**config.mk**
```make
export PLATFORM = sky130hd
export DESIGN_NAME = display_scan_ctrl
export DESIGN_NICKNAME = d
export VERILOG_FILES = /design/src/rtl/display_scan_ctrl.sv
export SDC_FILE = /design/constraint.sdc
export NUM_CORES = 1
export LEC_CHECK = 0
export CAP_MARGIN = 15
export CORE_UTILIZATION = 55
export CTS_BUF_LIST = sky130_fd_sc_hd__clkbuf_16
export DETAILED_ROUTE_END_ITERATION = 10
export PLACE_DENSITY = 0.76
export RECOVER_POWER = 100
export SYNTH_ARGS = -nofsm -noshare
export SYNTH_HDL_FRONTEND = slang
export SYNTH_SLANG_ARGS = --single-unit
```
**constraint.sdc**
```tcl
create_clock -name clk_i -period 4 [get_ports clk_i]
set_clock_uncertainty 0.2 [all_clocks]
set_input_delay 0.6 -clock clk_i [delete_from_list [all_inputs] [get_ports clk_i]]
set_output_delay 0.6 -clock clk_i [all_outputs]
set_load 0.03 [all_outputs]
```
**src/rtl/display_scan_ctrl.sv**
```systemverilog
// Multiplexed 7-segment scan controller: double-buffered word, one digit
// per PRESCALE slot, optional leading-zero blanking.
module display_scan_ctrl #(
  parameter int NUM_DIGITS     = 4,
  parameter int PRESCALE       = 50000,
  parameter bit SEL_ACTIVE_LOW = 1'b1
) (
  input  logic                    clk_i,
  input  logic                    rst_i,
  input  logic [4*NUM_DIGITS-1:0] data_i,
  input  logic                    load_i,
  input  logic                    blank_zeros_i,
  output logic [3:0]              cuenta_o,
  output logic [NUM_DIGITS-1:0]   digit_sel_o,
  output logic                    frame_o,
  output logic                    pending_o
);

  localparam int DW = 4 * NUM_DIGITS;
  localparam int IW = (NUM_DIGITS > 1) ? $clog2(NUM_DIGITS) : 1;
  localparam int PW = (PRESCALE > 1) ? $clog2(PRESCALE) : 1;
  localparam logic [PW-1:0] P_LAST = PW'(PRESCALE - 1);
  localparam logic [IW-1:0] I_LAST = IW'(NUM_DIGITS - 1);
  localparam logic [NUM_DIGITS-1:0] SEL_OFF =
    SEL_ACTIVE_LOW ? {NUM_DIGITS{1'b1}} : {NUM_DIGITS{1'b0}};
  localparam logic [NUM_DIGITS-1:0] SEL_RST =
    SEL_OFF ^ NUM_DIGITS'(1);

  logic [PW-1:0]         presc_q, presc_d;
  logic [IW-1:0]         idx_q, idx_d;
  logic [DW-1:0]         disp_q, disp_d;
  logic [DW-1:0]         pend_q, pend_d;
  logic                  pending_q, pending_d;
  logic [3:0]            cuenta_q, cuenta_d;
  logic [NUM_DIGITS-1:0] sel_q, sel_d;
  logic                  frame_q, frame_d;

  logic       tick, boundary, upper_zero, blank;
  logic [3:0] nib;

  always_comb begin
    tick       = (presc_q == P_LAST);
    boundary   = tick && (idx_q == I_LAST);
    presc_d    = tick ? '0 : presc_q + PW'(1);
    idx_d      = idx_q;
    disp_d     = disp_q;
    pend_d     = load_i ? data_i : pend_q;
    pending_d  = pending_q;
    cuenta_d   = cuenta_q;
    sel_d      = sel_q;
    frame_d    = boundary;
    upper_zero = 1'b1;
    blank      = 1'b0;
    nib        = 4'h0;

    if (tick)
      idx_d = boundary ? '0 : idx_q + IW'(1);

    if (boundary) begin
      pending_d = 1'b0;
      if (load_i)
        disp_d = data_i;
      else if (pending_q)
        disp_d = pend_q;
    end else if (load_i) begin
      pending_d = 1'b1;
    end

    // Scan from the top digit down, tracking "all higher nibbles zero"
    for (int k = NUM_DIGITS - 1; k >= 0; k--) begin
      upper_zero = upper_zero && (disp_d[4*k +: 4] == 4'h0);
      if (idx_d == IW'(k)) begin
        nib   = disp_d[4*k +: 4];
        blank = blank_zeros_i && upper_zero && (k != 0);
      end
    end

    if (tick) begin
      cuenta_d = blank ? 4'h0 : nib;
      sel_d    = blank ? SEL_OFF
                       : SEL_OFF ^ (NUM_DIGITS'(1) << idx_d);
    end
  end

  always_ff @(posedge clk_i or posedge rst_i) begin
    if (rst_i) begin
      presc_q   <= '0;
      idx_q     <= '0;
      disp_q    <= '0;
      pend_q    <= '0;
      pending_q <= 1'b0;
      cuenta_q  <= 4'h0;
      sel_q     <= SEL_RST;
      frame_q   <= 1'b0;
    end else begin
      presc_q   <= presc_d;
      idx_q     <= idx_d;
      disp_q    <= disp_d;
      pend_q    <= pend_d;
      pending_q <= pending_d;
      cuenta_q  <= cuenta_d;
      sel_q     <= sel_d;
      frame_q   <= frame_d;
    end
  end

  assign cuenta_o    = cuenta_q;
  assign digit_sel_o = sel_q;
  assign frame_o     = frame_q;
  assign pending_o   = pending_q;

endmodule

```
==> flow_summary_export.csv <==
group,metric,value,unit
cells_and_area,multi_input_area,0.001161,mm²
global_route,grt_pass1_vias,1943,
cells_and_area,seq_area,0.001505,mm²
detailed_routing,drtIter0Drc,126,
timing,final.period_utilization,84.88,%
floorplan,initial_core_util,58.01,%
placement,dpl-instance-area,0.003164,mm²
floorplan,dieArea,0.005336,mm²
timing,tns,0,ps
critical_path,r2r_slack,670,ps
clock_tree,cts.reportedPaths.clkPinSlew,50,ps
synthesis,yosys.area.top_type,"dfrtp_1",
cells_and_area,synthToLayoutAreaGrowth,21.59,%
pwr,combPwrFrac,4.6,%
synthesis,yosys.area_share.simple,17.53,%
pwr,cellLeakagePower,1.495,nW
cells_and_area,drive_gt1_share,12.28,%
floorplan,num_io_pins,30,
clock_tree,clkLatencyLatePin,320,ps
clock_tree,cts_root_buf,"clkbuf_16",
cells_and_area,fillCellCount,377,
timing,hold_violations,0,
placement,gp_congestion,0.8675,
synthesis,synth.area.top_cells,"dfrtp_1, mux2_2, mux2i_1",
critical_path,critPathRequiredTime,4000,ps
pwr,p_switching,0.2940,mW
critical_path,reg2reg_from,"presc_q[10]",
global_route,grt_max_degree,36,
synthesis,async_reset_ff_share,100.0,%
clock_tree,cts_resized,0,
cells_and_area,n_antenna_cell,0,
pwr,p_int,1.066,mW
floorplan,die_y,73.05,µm
synthesis,yosysTopAreaCellShare,51.37,%
detailed_routing,ant_nets,0,
critical_path,reg2reg_depth,6,
critical_path,cp-start-kind,"input port",
synthesis,avgSynthCellArea,11.43,µm²
worst_hold_path,min-delay-start,"presc_q[0]",
pwr,seq_power_share,46.5,%
synthesis,postSynthCellCount,243,
clock_tree,cts_buffer_depth,2,
clock_tree,cts_made_buffers,9,
critical_path,worstPathArrival,3400,ps
synthesis,synth_mux_area_share,12.57,%
cells_and_area,fin_nets,303,
floorplan,die_w,73.05,µm
critical_path,cp-end-kind,"flop",
pwr,ir_drop,0.3449,mV
pwr,p_per_area,402.9,mW/mm²
critical_path,path_max_fanout,17,
synthesis,yosys_warnings,0,
synthesis,synth_seq_cells,60,
detailed_routing,wl,5676,µm
synthesis,synth_cell_types,38,
timing,fmax,294.5,MHz
timing,slew-limit-headroom,35.21,%
global_route,grt_usage,24.92,%
detailed_routing,drc,0,
synthesis,synth-xor-area-share,4.101,%
detailed_routing,routedWlPerCell,16.13,µm
synthesis,synth_nets,265,
run,cap_viol_max_count,0,
worst_hold_path,hold-path-endpoint,"presc_q[0]",
worst_hold_path,holdCritPathClass,"reg2reg",
clock_tree,clock-sinks,60,
detailed_routing,via_per_inst,5.659,
global_route,antenna_found_initial,0,
synthesis,synth_edf_count,0,
clock_tree,cts_hold_buf,0,
synthesis,synth_top_family_by_area,"simple AND/OR/NAND/NOR gates",
timing,maxSlewViolCount,0,
timing,rsz0062_at_grt,"false",
pwr,clockPowerShare,48.8,%
synthesis,synth_adder_area_share,0.9013,%
placement,port_buffers,29,
outcome,outcome,"completed",
worst_hold_path,hold_depth,1,
detailed_routing,drt_first_pass_iters,4,
timing,setup_violations,0,
clock_tree,cts_tree,"done",
critical_path,reg2reg_to,"cuenta_o[1]",
synthesis,syn-cell-area,0.002776,mm²
synthesis,synth_compound_area_share,8.067,%
clock_tree,htree_num_levels,3,
floorplan,rows,25,
placement,hpwlAfterDp,3931,µm
synthesis,yosys_most_used_dff,"dfrtp_1",
timing,fin_crit,3395,ps
cells_and_area,stdcell_area,0.003376,mm²
global_route,grt_overflow,0,
global_route,grt_pass1_wl,9742,µm
clock_tree,postCtsSetupBuffers,0,
floorplan,coreArea,0.004786,mm²
timing,worst_pin_slew,970.7,ps
pwr,swShare,21.62,%
synthesis,synth-seq-area-share,54.21,%
detailed_routing,vias,1992,
critical_path,critPathKind,"in2reg",
[power by group through the flow]
stage	Sequential (mW)	Clock (mW)	Combinational, mW
2_1_floorplan	0.640	0	0.0367
3_3_place_gp	0.642	0	0.0665
3_5_place_dp	0.643	0	0.0672
4_1_cts	0.633	0.675	0.0676
5_1_grt	0.634	0.699	0.0714
6_report	0.633	0.664	0.0631
[flip-flops by register name, summed over array words and instances, names as in the netlist]
name	count
presc_q	16
pending_o	1
pend_q	16
digit_sel_o	4
idx_q	2
frame_o	1
disp_q	16
cuenta_o	4
[per-layer routing]
metal	track usage [%]	wire, µm	up-vias
met5	0	0	-
met4	11.76	85	0
met1	38.11	2940	978
met3	4.558	201	8
met2	34.16	2449	52
li1	-	-	954
[through the flow]
stage | hold WS, ps | setup slack (ps) | instances | util [%] | power (mW)
after floorplan | 232.9 | 917.9 | 243 | - | 0.6767
after global placement | 246.5 | 821.3 | 337 | 66.12 | 0.7088
after detailed placement | 255.7 | 752.5 | 337 | 66.12 | 0.7099
after CTS | 258.0 | 830.1 | 352 | 71.53 | 1.375
after global routing | 275.7 | 381.8 | 352 | 70.54 | 1.404
final | 259.4 | 604.8 | 352 | 70.54 | 1.360
[worst max-delay path, stage by stage]
cell	delay, ps
dlygate4sd3_1	710
clkbuf_1	600
inv_1	310
o22ai_1	260
a21oi_1	150
mux4_2	500
mux2_2	280
[logic make-up after synthesis]
family                     Yosys count
and+or+nand+nor                     90
muxes                               28
buffers and inverters               19
adders and majority gates            2
DFF                                 60
xor gates and xnor gates            13
AOI/OAI and AO/OA                   31
[Yosys cell counts (2+ instances only)]
master and instances:
a21o_1 6, a21oi_1 5, a31oi_1 2, a32oi_1 10, and2_1 8, clkbuf_1 7
dfrtp_1 57, dfstp_2 3, ha_1 2, inv_1 11, mux2_2 13, mux2_4 3
mux2i_1 9, mux4_2 3, nand2_1 20, nand3_1 14, nand4_1 3, nor2_1 23
nor3_1 6, nor4_1 4, nor4b_1 2, o21ai_0 3, o22ai_1 2, or4b_4 2
xnor2_1 7, xor2_1 6
[cell type report]
class / instances / share of cell area (%)
multi-input cells: 164 / 34.40
repair buffers: 35 / 9.637
clock buffers: 9 / 6.672
clock inverters: 6 / 1.001
well taps: 67 / 2.483
inverters: 11 / 1.223
flip-flops and latches: 60 / 44.59
[worst max-delay path by stage]
| stage | to | slack, ps | cells after the start | startpoint |
|---|---|---|---|---|
| finish | cuenta_o[2] | 600 | 7 | load_i |
| global placement | cuenta_o[0] | 820 | 7 | load_i |
| CTS | cuenta_o[2] | 830 | 6 | presc_q[10] |
| floorplan | cuenta_o[1] | 920 | 7 | presc_q[10] |
| global route | cuenta_o[2] | 380 | 7 | load_i |
| detailed placement | cuenta_o[0] | 750 | 7 | load_i |
[cell usage in the layout, fill, tap and decap left out, types with 2 or more instances in the layout]
cell type	count
mux2_1	6
nand3_1	14
and2_1	3
o22ai_1	2
nor4b_1	2
ha_1	2
a31oi_1	2
a21o_1	6
dfrtp_1	57
clkinvlp_4	2
o21ai_0	3
a21oi_1	5
nand2_1	20
buf_4	3
nor4_1	5
clkdlybuf4s50_1	17
clkbuf_16	9
nor3_1	6
dfstp_2	3
clkbuf_1	2
clkinv_2	3
nand4_1	3
mux4_2	3
mux2_2	9
xnor2_1	7
inv_1	12
a32oi_1	10
xor2_1	6
mux2i_1	9
and2_0	5
nor2_1	23
dlygate4sd3_1	12
(Power assumes the default switching activity.)
